**src/rtl/tiny16_bus_arbiter.sv**
```systemverilog
// tiny16_bus_arbiter
// Shares one external memory bus between the tiny16 core (master 0) and a
// DMA/peripheral engine (master 1). Round-robin arbitration with the grant
// locked for one whole transaction. A bus watchdog forces completion with
// all-ones read data when the slave never answers, so the core cannot hang.
module tiny16_bus_arbiter #(
    parameter int ADDR_WIDTH = 16,
    parameter int DATA_WIDTH = 16,
    parameter int TIMEOUT    = 255
) (
    input  logic                  clk,
    input  logic                  nreset,
    input  logic                  m0_valid,
    input  logic                  m0_nwr,
    input  logic [ADDR_WIDTH-1:0] m0_address,
    input  logic [DATA_WIDTH-1:0] m0_data_out,
    output logic                  m0_ready,
    output logic [DATA_WIDTH-1:0] m0_data_in,
    input  logic                  m1_valid,
    input  logic                  m1_nwr,
    input  logic [ADDR_WIDTH-1:0] m1_address,
    input  logic [DATA_WIDTH-1:0] m1_data_out,
    output logic                  m1_ready,
    output logic [DATA_WIDTH-1:0] m1_data_in,
    output logic                  s_valid,
    output logic                  s_nwr,
    output logic [ADDR_WIDTH-1:0] s_address,
    output logic [DATA_WIDTH-1:0] s_data_out,
    input  logic [DATA_WIDTH-1:0] s_data_in,
    input  logic                  s_ready,
    output logic [1:0]            grant,
    output logic                  timeout_error
);

    typedef enum logic [0:0] {
        ST_IDLE = 1'b0,
        ST_BUSY = 1'b1
    } state_t;

    // wdog counts BUSY cycles; reaching TIMEOUT marks the forced-completion cycle
    localparam logic [15:0] WDOG_FORCE = 16'(TIMEOUT);
    localparam logic [15:0] WDOG_LAST  = 16'(TIMEOUT - 1);

    state_t      state_r, state_nxt_s;
    logic [1:0]  grant_r, grant_nxt_s;
    logic        last_r, last_nxt_s;
    logic [15:0] wdog_r, wdog_nxt_s;
    logic        terr_r, terr_nxt_s;

    logic        g_valid_s;
    logic        forced_s;

    assign g_valid_s     = grant_r[1] ? m1_valid : m0_valid;
    assign forced_s      = (state_r == ST_BUSY) && (wdog_r == WDOG_FORCE);
    assign grant         = grant_r;
    assign timeout_error = terr_r;

    // State register: all arbiter state updates on the clock edge, reset synchronously
    always_ff @(posedge clk) begin
        if (!nreset) begin
            state_r <= ST_IDLE;
            grant_r <= 2'b00;
            last_r  <= 1'b1;
            wdog_r  <= 16'd0;
            terr_r  <= 1'b0;
        end else begin
            state_r <= state_nxt_s;
            grant_r <= grant_nxt_s;
            last_r  <= last_nxt_s;
            wdog_r  <= wdog_nxt_s;
            terr_r  <= terr_nxt_s;
        end
    end

    // Next-state logic: arbitration in IDLE, completion/abort/watchdog in BUSY
    always_comb begin
        state_nxt_s = state_r;
        grant_nxt_s = grant_r;
        last_nxt_s  = last_r;
        wdog_nxt_s  = wdog_r;
        terr_nxt_s  = terr_r;
        case (state_r)
            ST_IDLE: begin
                if (m0_valid || m1_valid) begin
                    state_nxt_s = ST_BUSY;
                    wdog_nxt_s  = 16'd0;
                    if (m0_valid && m1_valid) begin
                        // tie goes to whoever was not served last
                        grant_nxt_s = last_r ? 2'b01 : 2'b10;
                    end else if (m0_valid) begin
                        grant_nxt_s = 2'b01;
                    end else begin
                        grant_nxt_s = 2'b10;
                    end
                end else begin
                    grant_nxt_s = 2'b00;
                end
            end
            ST_BUSY: begin
                if (forced_s) begin
                    state_nxt_s = ST_IDLE;
                    grant_nxt_s = 2'b00;
                    last_nxt_s  = grant_r[1];
                end else if (s_ready) begin
                    state_nxt_s = ST_IDLE;
                    grant_nxt_s = 2'b00;
                    last_nxt_s  = grant_r[1];
                end else if (!g_valid_s) begin
                    // owner withdrew mid-transaction: release silently
                    state_nxt_s = ST_IDLE;
                    grant_nxt_s = 2'b00;
                    last_nxt_s  = grant_r[1];
                end else begin
                    wdog_nxt_s = wdog_r + 16'd1;
                    // flag raised together with the forced ready pulse
                    if (wdog_r == WDOG_LAST) begin
                        terr_nxt_s = 1'b1;
                    end else begin
                        terr_nxt_s = terr_r;
                    end
                end
            end
            default: begin
                state_nxt_s = ST_IDLE;
                grant_nxt_s = 2'b00;
            end
        endcase
    end

    // Output logic: route the granted master to the slave and the slave response back
    always_comb begin
        s_valid    = 1'b0;
        s_nwr      = 1'b0;
        s_address  = {ADDR_WIDTH{1'b0}};
        s_data_out = {DATA_WIDTH{1'b0}};
        m0_ready   = 1'b0;
        m1_ready   = 1'b0;
        m0_data_in = s_data_in;
        m1_data_in = s_data_in;
        if (state_r == ST_BUSY) begin
            if (grant_r[1]) begin
                s_nwr      = m1_nwr;
                s_address  = m1_address;
                s_data_out = m1_data_out;
            end else begin
                s_nwr      = m0_nwr;
                s_address  = m0_address;
                s_data_out = m0_data_out;
            end
            if (forced_s) begin
                // watchdog completion: withdraw request, hand back all ones
                s_valid = 1'b0;
                if (grant_r[1]) begin
                    m1_ready   = 1'b1;
                    m1_data_in = {DATA_WIDTH{1'b1}};
                end else begin
                    m0_ready   = 1'b1;
                    m0_data_in = {DATA_WIDTH{1'b1}};
                end
            end else begin
                s_valid  = g_valid_s;
                m0_ready = s_ready & ~grant_r[1];
                m1_ready = s_ready & grant_r[1];
            end
        end else begin
            s_valid = 1'b0;
        end
    end

endmodule

```
**config.mk**
```make
export PLATFORM = sky130hd
export DESIGN_NAME = tiny16_bus_arbiter
export DESIGN_NICKNAME = d
export VERILOG_FILES = /design/src/rtl/tiny16_bus_arbiter.sv
export SDC_FILE = /design/constraint.sdc
export NUM_CORES = 1
export LEC_CHECK = 0
export BUFFER_PORTS_ARGS = -buffer_cell sky130_fd_sc_hd__buf_2
export CORE_MARGIN = 1.5
export CORE_UTILIZATION = 39
export CTS_CLUSTER_DIAMETER = 80
export DETAILED_ROUTE_END_ITERATION = 6
export PLACE_DENSITY = 0.81
export SYNTH_ARGS = -nofsm -noshare
export SYNTH_HDL_FRONTEND = slang
export SYNTH_SLANG_ARGS = --single-unit
```
**constraint.sdc**
```tcl
create_clock -name clk -period 2.75 [get_ports clk]
set_input_delay 0.55 -clock clk [delete_from_list [all_inputs] [get_ports clk]]
set_output_delay 0.55 -clock clk [all_outputs]
set_load 0.01 [all_outputs]
```
==> results of run 1 <==
## logic make-up (layout without fill, tap and decap cells)
logic type	after synthesis	after routing	share of synthesized area (%)
fa+ha+maj	2	2	1.31
simple gates	130	130	42.0
mux	36	36	18.9
flops	21	21	22.0
compound gates	31	31	9.57
xor+xnor	3	3	1.38
buf+inv	20	174	4.79
## placed cells by master, fill, tap and decap left out, types with 2 or more instances in the layout
cell type,netlist,layout
dfxtp_2,0,3
nand3_1,11,11
and2_1,4,4
clkbuf_8,0,3
buf_4,0,7
o31ai_1,3,3
dfxtp_1,21,18
or4_4,3,3
xnor2_1,2,2
a21oi_1,12,12
nor2_1,7,7
mux2i_1,36,36
or3_1,10,10
buf_2,1,157
nand2b_1,16,16
or2_1,16,16
inv_1,5,5
ha_1,2,2
nand4_1,3,3
or4_1,2,2
nor2b_1,34,34
o21ai_1,9,9
nor3b_1,3,3
nand2_1,8,8
nor3_1,2,2
and3_1,5,5
o21ai_0,2,2
## sequential cells by signal, summed over array words and instances, names as in the netlist
register	count
state_r	1
timeout_error	1
grant	2
last_r	1
wdog_r	16
## power breakdown
group / total [mW] / switching [mW] / leakage, nW / internal, mW
sequential: 0.317 / 0.00808 / 0.171 / 0.309
combinational: 0.303 / 0.149 / 1.16 / 0.154
clock: 0.206 / 0.105 / 0.0255 / 0.101
total: 0.826 / 0.262 / 1.36 / 0.564
## critical path: cells and delay by family, from the launching register on
family	cells	cell delay, ns
flip-flops	1	0.34
AND/OR/NAND/NOR	4	1.33
buffers and inverters	2	0.25
## metal layers
metal	GRT usage [%]	wire length, microns	vias up
li1	-	-	1156
met4	5.66	52	0
met5	0	0	-
met1	24.5	2530	982
met3	4.01	423	4
met2	36.9	2920	104
## final cells by class
class | count | area share, %
clock buffer | 3 | 1.46
clock inverter | 1 | 0.177
inverter | 5 | 0.663
multi-input combinational | 202 | 49.5
sequential | 21 | 15.0
tap | 67 | 2.96
timing repair buffer | 165 | 30.3
## through the flow
| step | worst slack, ns | instances | util, % | total power, mW | hold WS (ns) |
|---|---|---|---|---|---|
| 2_1_floorplan | 0.245 | 243 | - | 0.492 | 0.438 |
| 3_3_place_gp | 0.205 | 459 | 58.7 | 0.621 | 0.463 |
| 3_5_place_dp | 0.176 | 459 | 58.7 | 0.627 | 0.462 |
| 4_1_cts | 0.00697 | 464 | 59.9 | 0.828 | 0.483 |
| 5_1_grt | -0.0733 | 464 | 60.0 | 0.870 | 0.503 |
| 6_report | 0.00962 | 464 | 60.0 | 0.826 | 0.487 |
## timing repair
action | in CTS | in global routing
endpoints found under the setup margin | 16 | 17
gates resized for setup | 2 | 1
pin swaps | 3 | 0
buffers inserted | 1 | 0
## worst min-delay path by stage
| stage | end | slack, ns | cells after the start |
|---|---|---|---|
| floorplan | last_r$_SDFFE_PN1P_ | 0.44 | 2 |
| global placement | last_r$_SDFFE_PN1P_ | 0.46 | 2 |
| detailed placement | last_r$_SDFFE_PN1P_ | 0.46 | 2 |
| CTS | last_r$_SDFFE_PN1P_ | 0.48 | 2 |
| global route | last_r$_SDFFE_PN1P_ | 0.50 | 2 |
| finish | last_r$_SDFFE_PN1P_ | 0.49 | 2 |
==> results.tsv, run 1 <==
metric	value	unit
Slew headroom	65.0	%
H-tree depth	1	
top cell type by total area after synthesis	dfxtp_1	
vias	2246	
IO Port Bufs	157	
min-delay src	last_r$_SDFFE_PN1P_	
top-area cell type share of the netlist area	22.0	%
average wire per standard cell	12.8	microns
Critical Path End	m1_data_in[12]	
reg2reg path depth	6	
Seq cells post-synth	21	
mapped cell area	1910	sq um
Die ar.	5320	sq um
FFs w/ async S/R, synth	0	%
Startpoint Class	flip-flop	
Worst path slowest cell	or4_4	
crit path from	wdog_r[9]$_SDFFE_PN0P_	
Final TNS setup	0	ns
Max Buffers Root-to-Sink	2	
Die Ht	72.9	microns
final instance area	2830	sq um
EDFF count, synth	0	
number of fill cells	418	
GPL Wtd Cong	0.791	
DRT Pass-1 Iters	5	
initial antenna violation count	0	
Die X	72.9	microns
clk_lat worst skew	0.26	ns
CTS Buf Count	3	
CP most frequent cell	or4_4	
Max Transition Viols Final	0	
footprint of the multi-input gates	1400	sq um
Final nets	487	
Critical Path, Cell by Cell	or4_4, or4_4, nor2_4, buf_12, or2_1, buf_2	
post-synthesis sequential area ratio	22.0	%
DRT iter0 DRCs	95	
GRT Total Usage	20.4	%
number of global-route vias before repair	1965	
Final setup viols	0	
PwrDens	292	nW/um^2
Synth Flop Type	dfxtp_1	
reg-to-reg critical path endpoint	wdog_r[12]$_SDFFE_PN0P_	
Req. time, crit path	2.20	ns
Setup Skew	0.00269	ns
critical path type	reg2out	
status	finished clean	
syn_nets	332	
fin crit share	99.7	%
DRT antenna net count	0	
Ports	158	
GRT overflow	0	
CTS tree	built	
global-route wire length before repair	8.67	mm
syn avg cell area	7.85	sq um
root buffer cell	clkbuf_8	
Post-CTS Hold Buffers	0	
drt via density	4.84	
Setup crit end kind	output port	
largest net degree at the start of global routing	28	
origin of the critical flop-to-flop path	wdog_r[9]$_SDFFE_PN0P_	
synth-to-layout area growth	48.5	%
max cap viols	0	
Initial Util	40.4	%
unrepaired setup endpoints after global routing	true	
Cell Rows	25	
ratio of cells with drive above 1 in the final layout	44.8	%
# DRC	0	
Total Routed Length	5.93	mm
Leakage	1.36	nW
Post-DP Area	2770	sq um
post-layout minimum cycle time	2.74	ns
Syn. warnings	0	
n_diodes	0	
Worst-path clk slew	0.08	ns
register area	424	sq um
final hold violation count	0	
most frequent cell after synthesis	mux2i_1	
top cells by count, synth	mux2i_1, nor2b_1, dfxtp_1	
WP data arrival	2.19	ns
FMAX	365	MHz
Mapped Cells	243	
Distinct cells, synth	39	
Core Region	4720	sq um
peak supply drop	0.000264	V
Synth area leaders	dfxtp_1, mux2i_1, nor2b_1, nand2b_1, or2_1	
R2R setup slack	0.30	ns
clk sinks	21	
Worst-Margin Slew	0.524	ns
crit path max fanout	16	
Tightest Hold Check Type	reg2reg	
critical path's largest stage delay	0.57	ns
DP HPWL	4.84	mm
Power figures use the tool's default switching activity.
==> run 2: changes to the inputs <==
--- a/config.mk
+++ b/config.mk
@@ -11,6 +11,7 @@
 export CTS_CLUSTER_DIAMETER = 80
 export DETAILED_ROUTE_END_ITERATION = 6
 export PLACE_DENSITY = 0.81
+export SETUP_SLACK_MARGIN = 0.1
 export SYNTH_ARGS = -nofsm -noshare
 export SYNTH_HDL_FRONTEND = slang
 export SYNTH_SLANG_ARGS = --single-unit
==> run 2 against run 1 <==
Sequential share of layout area fell by 0.18 points. Design area rose by 1.8%. Power barely moved. Global-route usage did not move. Worst hold slack improved by 0.0010 ns. Clock skew rose by 0.0012 ns. Register-to-register slack barely moved. Fmax barely moved. Clock power barely moved. Cell count rose by 1.3%. Via count rose by 2.0%. Combinational power barely moved. Largest cell class unchanged. Largest power group unchanged.
==> results.tsv, run 2 (synthesized netlist as in run 1, its figures left out) <==
metric	value	unit
status	finished clean	
GRT Total Usage	20.4	%
DP HPWL	4.84	mm
critical path type	reg2out	
Final nets	493	
H-tree depth	1	
Post-CTS Hold Buffers	0	
crit path max fanout	16	
commonest non-fill, non-tap cell in the layout	buf_2	
# DRC	0	
Die ar.	5320	sq um
Die X	72.9	microns
unrepaired setup endpoints after global routing	true	
CP most frequent cell	or4_4	
Cell Rows	25	
PnR worst setup slack	0.00767	ns
largest net degree at the start of global routing	28	
Initial Util	40.4	%
Max Buffers Root-to-Sink	2	
DRT antenna net count	0	
final hold violation count	0	
IO Port Bufs	157	
Setup Skew	0.00392	ns
CTS tree	built	
DRT iter0 DRCs	84	
crit path buf inv count	2	
peak supply drop	0.000264	V
clk sinks	21	
FMAX	365	MHz
Hold Slack	0.488	ns
fin crit share	99.7	%
Max Transition Viols Final	0	
Leakage	1.39	nW
critical path's largest stage delay	0.57	ns
Worst-Margin Slew	0.546	ns
Place WS	0.176	ns
Final setup viols	0	
Tightest Hold Check Type	reg2reg	
ratio of cells with drive above 1 in the final layout	45.7	%
PwrDens	286	nW/um^2
average wire per standard cell	13.0	microns
WP data arrival	2.19	ns
Startpoint Class	flip-flop	
GRT overflow	0	
max cap viols	0	
CTS Buf Count	3	
Worst path slowest cell	or4_4	
Setup crit end kind	output port	
clk_lat worst skew	0.27	ns
Largest Register	wdog_r	
number of global-route vias before repair	1965	
DRT Pass-1 Iters	4	
Ports	158	
GPL Wtd Cong	0.791	
n_diodes	0	
Slew headroom	63.5	%
vias	2291	
Critical Path, Cell by Cell	or4_4, or4_4, nor2_4, buf_12, or2_1, buf_2	
max reg flops	16	
Req. time, crit path	2.20	ns
Core Region	4720	sq um
initial antenna violation count	0	
Worst-path clk slew	0.08	ns
synth-to-layout area growth	51.1	%
global-route wire length before repair	8.67	mm
drt via density	4.87	
Die Ht	72.9	microns
CP top delay family	simple AND/OR/NAND/NOR gates	
post-layout minimum cycle time	2.74	ns
Total Routed Length	6.10	mm
root buffer cell	clkbuf_8	
most frequent cells in the layout	buf_2, mux2i_1, nor2b_1	
==> run 2: cell count changes in the layout (fill, tap and decap cells not counted) <==
cell	delta
buf_4	+5
buf_6	+1
dfxtp_4	+1
dfxtp_2	-1
==> run 2: power by group <==
part / switching (mW) / internal [mW]
logic: 0.149 / 0.154
registers: 0.00782 / 0.308
clock network: 0.105 / 0.101
==> run 2: path summary, 6_finish.rpt <==
check	from	endpoint	slack, ns	depth (start not counted)
setup reg to reg	wdog_r[9]$_SDFFE_PN0P_	wdog_r[12]$_SDFFE_PN0P_	0.30	6
setup / recovery	wdog_r[9]$_SDFFE_PN0P_	m1_data_in[12]	0.008	6
hold reg to reg	last_r$_SDFFE_PN1P_	last_r$_SDFFE_PN1P_	0.49	2
hold / removal	last_r$_SDFFE_PN1P_	last_r$_SDFFE_PN1P_	0.49	2
==> run 2: tightest hold or removal path, delay by kind of cell, from the launching register on <==
kind	cells	cell delay (ns)
simple gates	1	0.06
flops	1	0.34
mux	1	0.07
==> run 2: cell type report <==
type / count / area, sq um
Inverter: 5 / 18.8
Multi-Input combinational cell: 202 / 1400
Clock inverter: 1 / 5.00
Tap cell: 67 / 83.8
Sequential cell: 21 / 427
Clock buffer: 3 / 41.3
Fill cell: 413 / 1840
Timing Repair Buffer: 171 / 907
==> run 2: per-layer routing <==
layer  wire length (microns)  GRT usage [%]  part of all wire (%)  up-vias
met4                     131           5.66                   2.1        0
met5                       0              0                     0        -
met2                    2990           36.9                    49      103
met3                     427           4.01                   7.0       10
li1                        -              -                     -     1169
met1                    2550           24.5                    42     1009
==> run 2: what timing repair did <==
action / CTS / global route
gates resized for setup: 2 / 3
endpoints found under the setup margin: 17 / 34
buffers inserted: 1 / 6
pin swaps: 3 / 2
hold endpoints to repair: 0 / 0
==> run 2: stage by stage <==
step | power [mW] | std cells | TNS (ns) | instance area (sq um) | util (%)
after global routing | 0.868 | 470 | -0.730 | 2880 | 61.1
after floorplan | 0.492 | 243 | 0 | 1910 | -
after CTS | 0.828 | 464 | 0 | 2830 | 59.9
final | 0.826 | 470 | 0 | 2880 | 61.1
after global placement | 0.621 | 459 | 0 | 2770 | 58.7
after detailed placement | 0.627 | 459 | 0 | 2770 | 58.7
==> run 3: changes to the inputs <==
--- a/config.mk
+++ b/config.mk
@@ -6,11 +6,14 @@
 export NUM_CORES = 1
 export LEC_CHECK = 0
 export BUFFER_PORTS_ARGS = -buffer_cell sky130_fd_sc_hd__buf_2
+export CELL_PAD_IN_SITES_DETAIL_PLACEMENT = 0
+export CELL_PAD_IN_SITES_GLOBAL_PLACEMENT = 2
 export CORE_MARGIN = 1.5
-export CORE_UTILIZATION = 39
+export CORE_UTILIZATION = 19
 export CTS_CLUSTER_DIAMETER = 80
 export DETAILED_ROUTE_END_ITERATION = 6
-export PLACE_DENSITY = 0.81
+export PLACE_DENSITY_LB_ADDON = 0.1
+export REMOVE_ABC_BUFFERS = 1
 export SETUP_SLACK_MARGIN = 0.1
 export SYNTH_ARGS = -nofsm -noshare
 export SYNTH_HDL_FRONTEND = slang
==> constraint.sdc (replaced) <==
create_clock -name clk -period 2.9 [get_ports clk]
set_input_delay 0.58 -clock clk [delete_from_list [all_inputs] [get_ports clk]]
set_output_delay 0.58 -clock clk [all_outputs]
set_load 0.01 [all_outputs]
==> run 3 against run 2 <==
Critical endpoint unchanged. Non-clock buffer count shrank 1. Register-to-register slack better by 0.18 ns. Sequential power is 4% lower.
==> results.tsv, run 3 (synthesized netlist as in run 1, its figures left out) <==
metric	value	unit
H-tree depth	1	
IO Port Bufs	157	
root buffer cell	clkbuf_8	
Final TNS setup	0	ns
Setup Skew	0.00578	ns
GRT Total Usage	12.8	%
n_diodes	0	
status	finished clean	
number of fill cells	1088	
Startpoint Class	flip-flop	
Pint	539	uW
max reg flops	16	
Tightest Hold Check Type	reg2reg	
Overall Power	786	uW
synth-to-layout area growth	55.4	%
switching share of total power	31.4	%
final hold violation count	0	
WP data arrival	2.18	ns
Req. time, crit path	2.32	ns
drt via density	4.27	
Final nets	492	
Post-CTS Hold Buffers	0	
Reg power frac	38.6	%
clk sinks	21	
fin crit share	95.2	%
DRT Pass-1 Iters	4	
unrepaired setup endpoints after global routing	true	
crit path max fanout	8	
Max Transition Viols Final	0	
number of global-route vias before repair	2026	
Die ar.	10700	sq um
most frequent cells in the layout	buf_2, mux2i_1, nor2b_1	
Setup crit end kind	output port	
DP HPWL	5.96	mm
Ports	158	
CTS tree	built	
Die X	103	microns
post-layout minimum cycle time	2.76	ns
max cap viols	0	
global-route wire length before repair	10.5	mm
Worst-Margin Slew	0.558	ns
GPL Wtd Cong	0.751	
register area	427	sq um
vias	2286	
footprint of the multi-input gates	1400	sq um
Leakage	1.39	nW
Worst-path clk slew	0.07	ns
Slew headroom	62.7	%
# DRC	0	
Largest Register	wdog_r	
DRT antenna net count	0	
Total Routed Length	7.39	mm
clk_lat worst skew	0.26	ns
critical path type	reg2out	
PwrDens	265	nW/um^2
Max Buffers Root-to-Sink	2	
Final setup viols	0	
GRT overflow	0	
Comb power frac	36.9	%
NetSw	247	uW
FMAX	362	MHz
DRT iter0 DRCs	36	
Initial Util	19.5	%
average wire per standard cell	13.8	microns
Die Ht	103	microns
largest net degree at the start of global routing	28	
commonest non-fill, non-tap cell in the layout	buf_2	
initial antenna violation count	0	
CTS Buf Count	3	
Core Region	9770	sq um
Cell Rows	36	
peak supply drop	0.000154	V
Clk pwr share	24.5	%
ratio of cells with drive above 1 in the final layout	45.8	%
run 3: worst paths after layout:
kind / start / end / slack (ns) / cells after the start
setup / recovery: wdog_r[11]$_SDFFE_PN0P_ / m1_data_in[12] / 0.14 / 6
hold / removal: timeout_error$_SDFFE_PN0P_ / timeout_error$_SDFFE_PN0P_ / 0.49 / 2
setup reg to reg: wdog_r[11]$_SDFFE_PN0P_ / wdog_r[11]$_SDFFE_PN0P_ / 0.48 / 6
hold reg to reg: timeout_error$_SDFFE_PN0P_ / timeout_error$_SDFFE_PN0P_ / 0.49 / 2
run 3: worst max-delay path: stages (launching register included):
cell     delay, ns
dfxtp_2       0.33
or4_4         0.53
or4_4         0.57
nor2_4        0.13
buf_6         0.14
or2_1         0.12
buf_6         0.10
run 3: power by group through the flow:
stage	Sequential (mW)	Combinational, mW	Clock [mW]
after floorplan	0.321	0.137	0
final	0.303	0.290	0.192
after CTS	0.304	0.293	0.204
after global placement	0.310	0.297	0
after detailed placement	0.310	0.292	0
after global routing	0.304	0.323	0.215
run 3: metrics by stage:
stage          instance area [sq um]  utilization (%)  cells  setup slack [ns]  hold slack [ns]
5_1_grt                         2970             30.3    535            0.0226            0.540
6_report                        2970             30.3    535             0.138            0.492
3_3_place_gp                    2850             29.1    526             0.311            0.461
4_1_cts                         2940             30.1    534             0.102            0.487
3_5_place_dp                    2850             29.1    526             0.269            0.467
2_1_floorplan                   1840                -    228            -0.202            0.438
run 3: repair_timing:
action	CTS	global route
setup buffers	3	1
setup endpoints to repair	16	32
resized for setup	7	4
cloned	1	0
pin swaps	4	7
run 3: per-layer routing:
layer	vias to the layer above	track usage (%)	part of all wire [%]
li1	1167	-	-
met1	1031	14.8	43
met2	82	24.1	49
met3	6	2.55	7.1
met4	0	3.01	1.0
met5	-	0	0
run 3: cell type report:
| cell class | instances | share of cell area (%) |
|---|---|---|
| repair buffers | 170 | 30.6 |
| well taps | 133 | 5.61 |
| inverters | 5 | 0.633 |
| multi-input cells | 202 | 47.3 |
| clock buffers | 4 | 1.52 |
| flip-flops and latches | 21 | 14.4 |
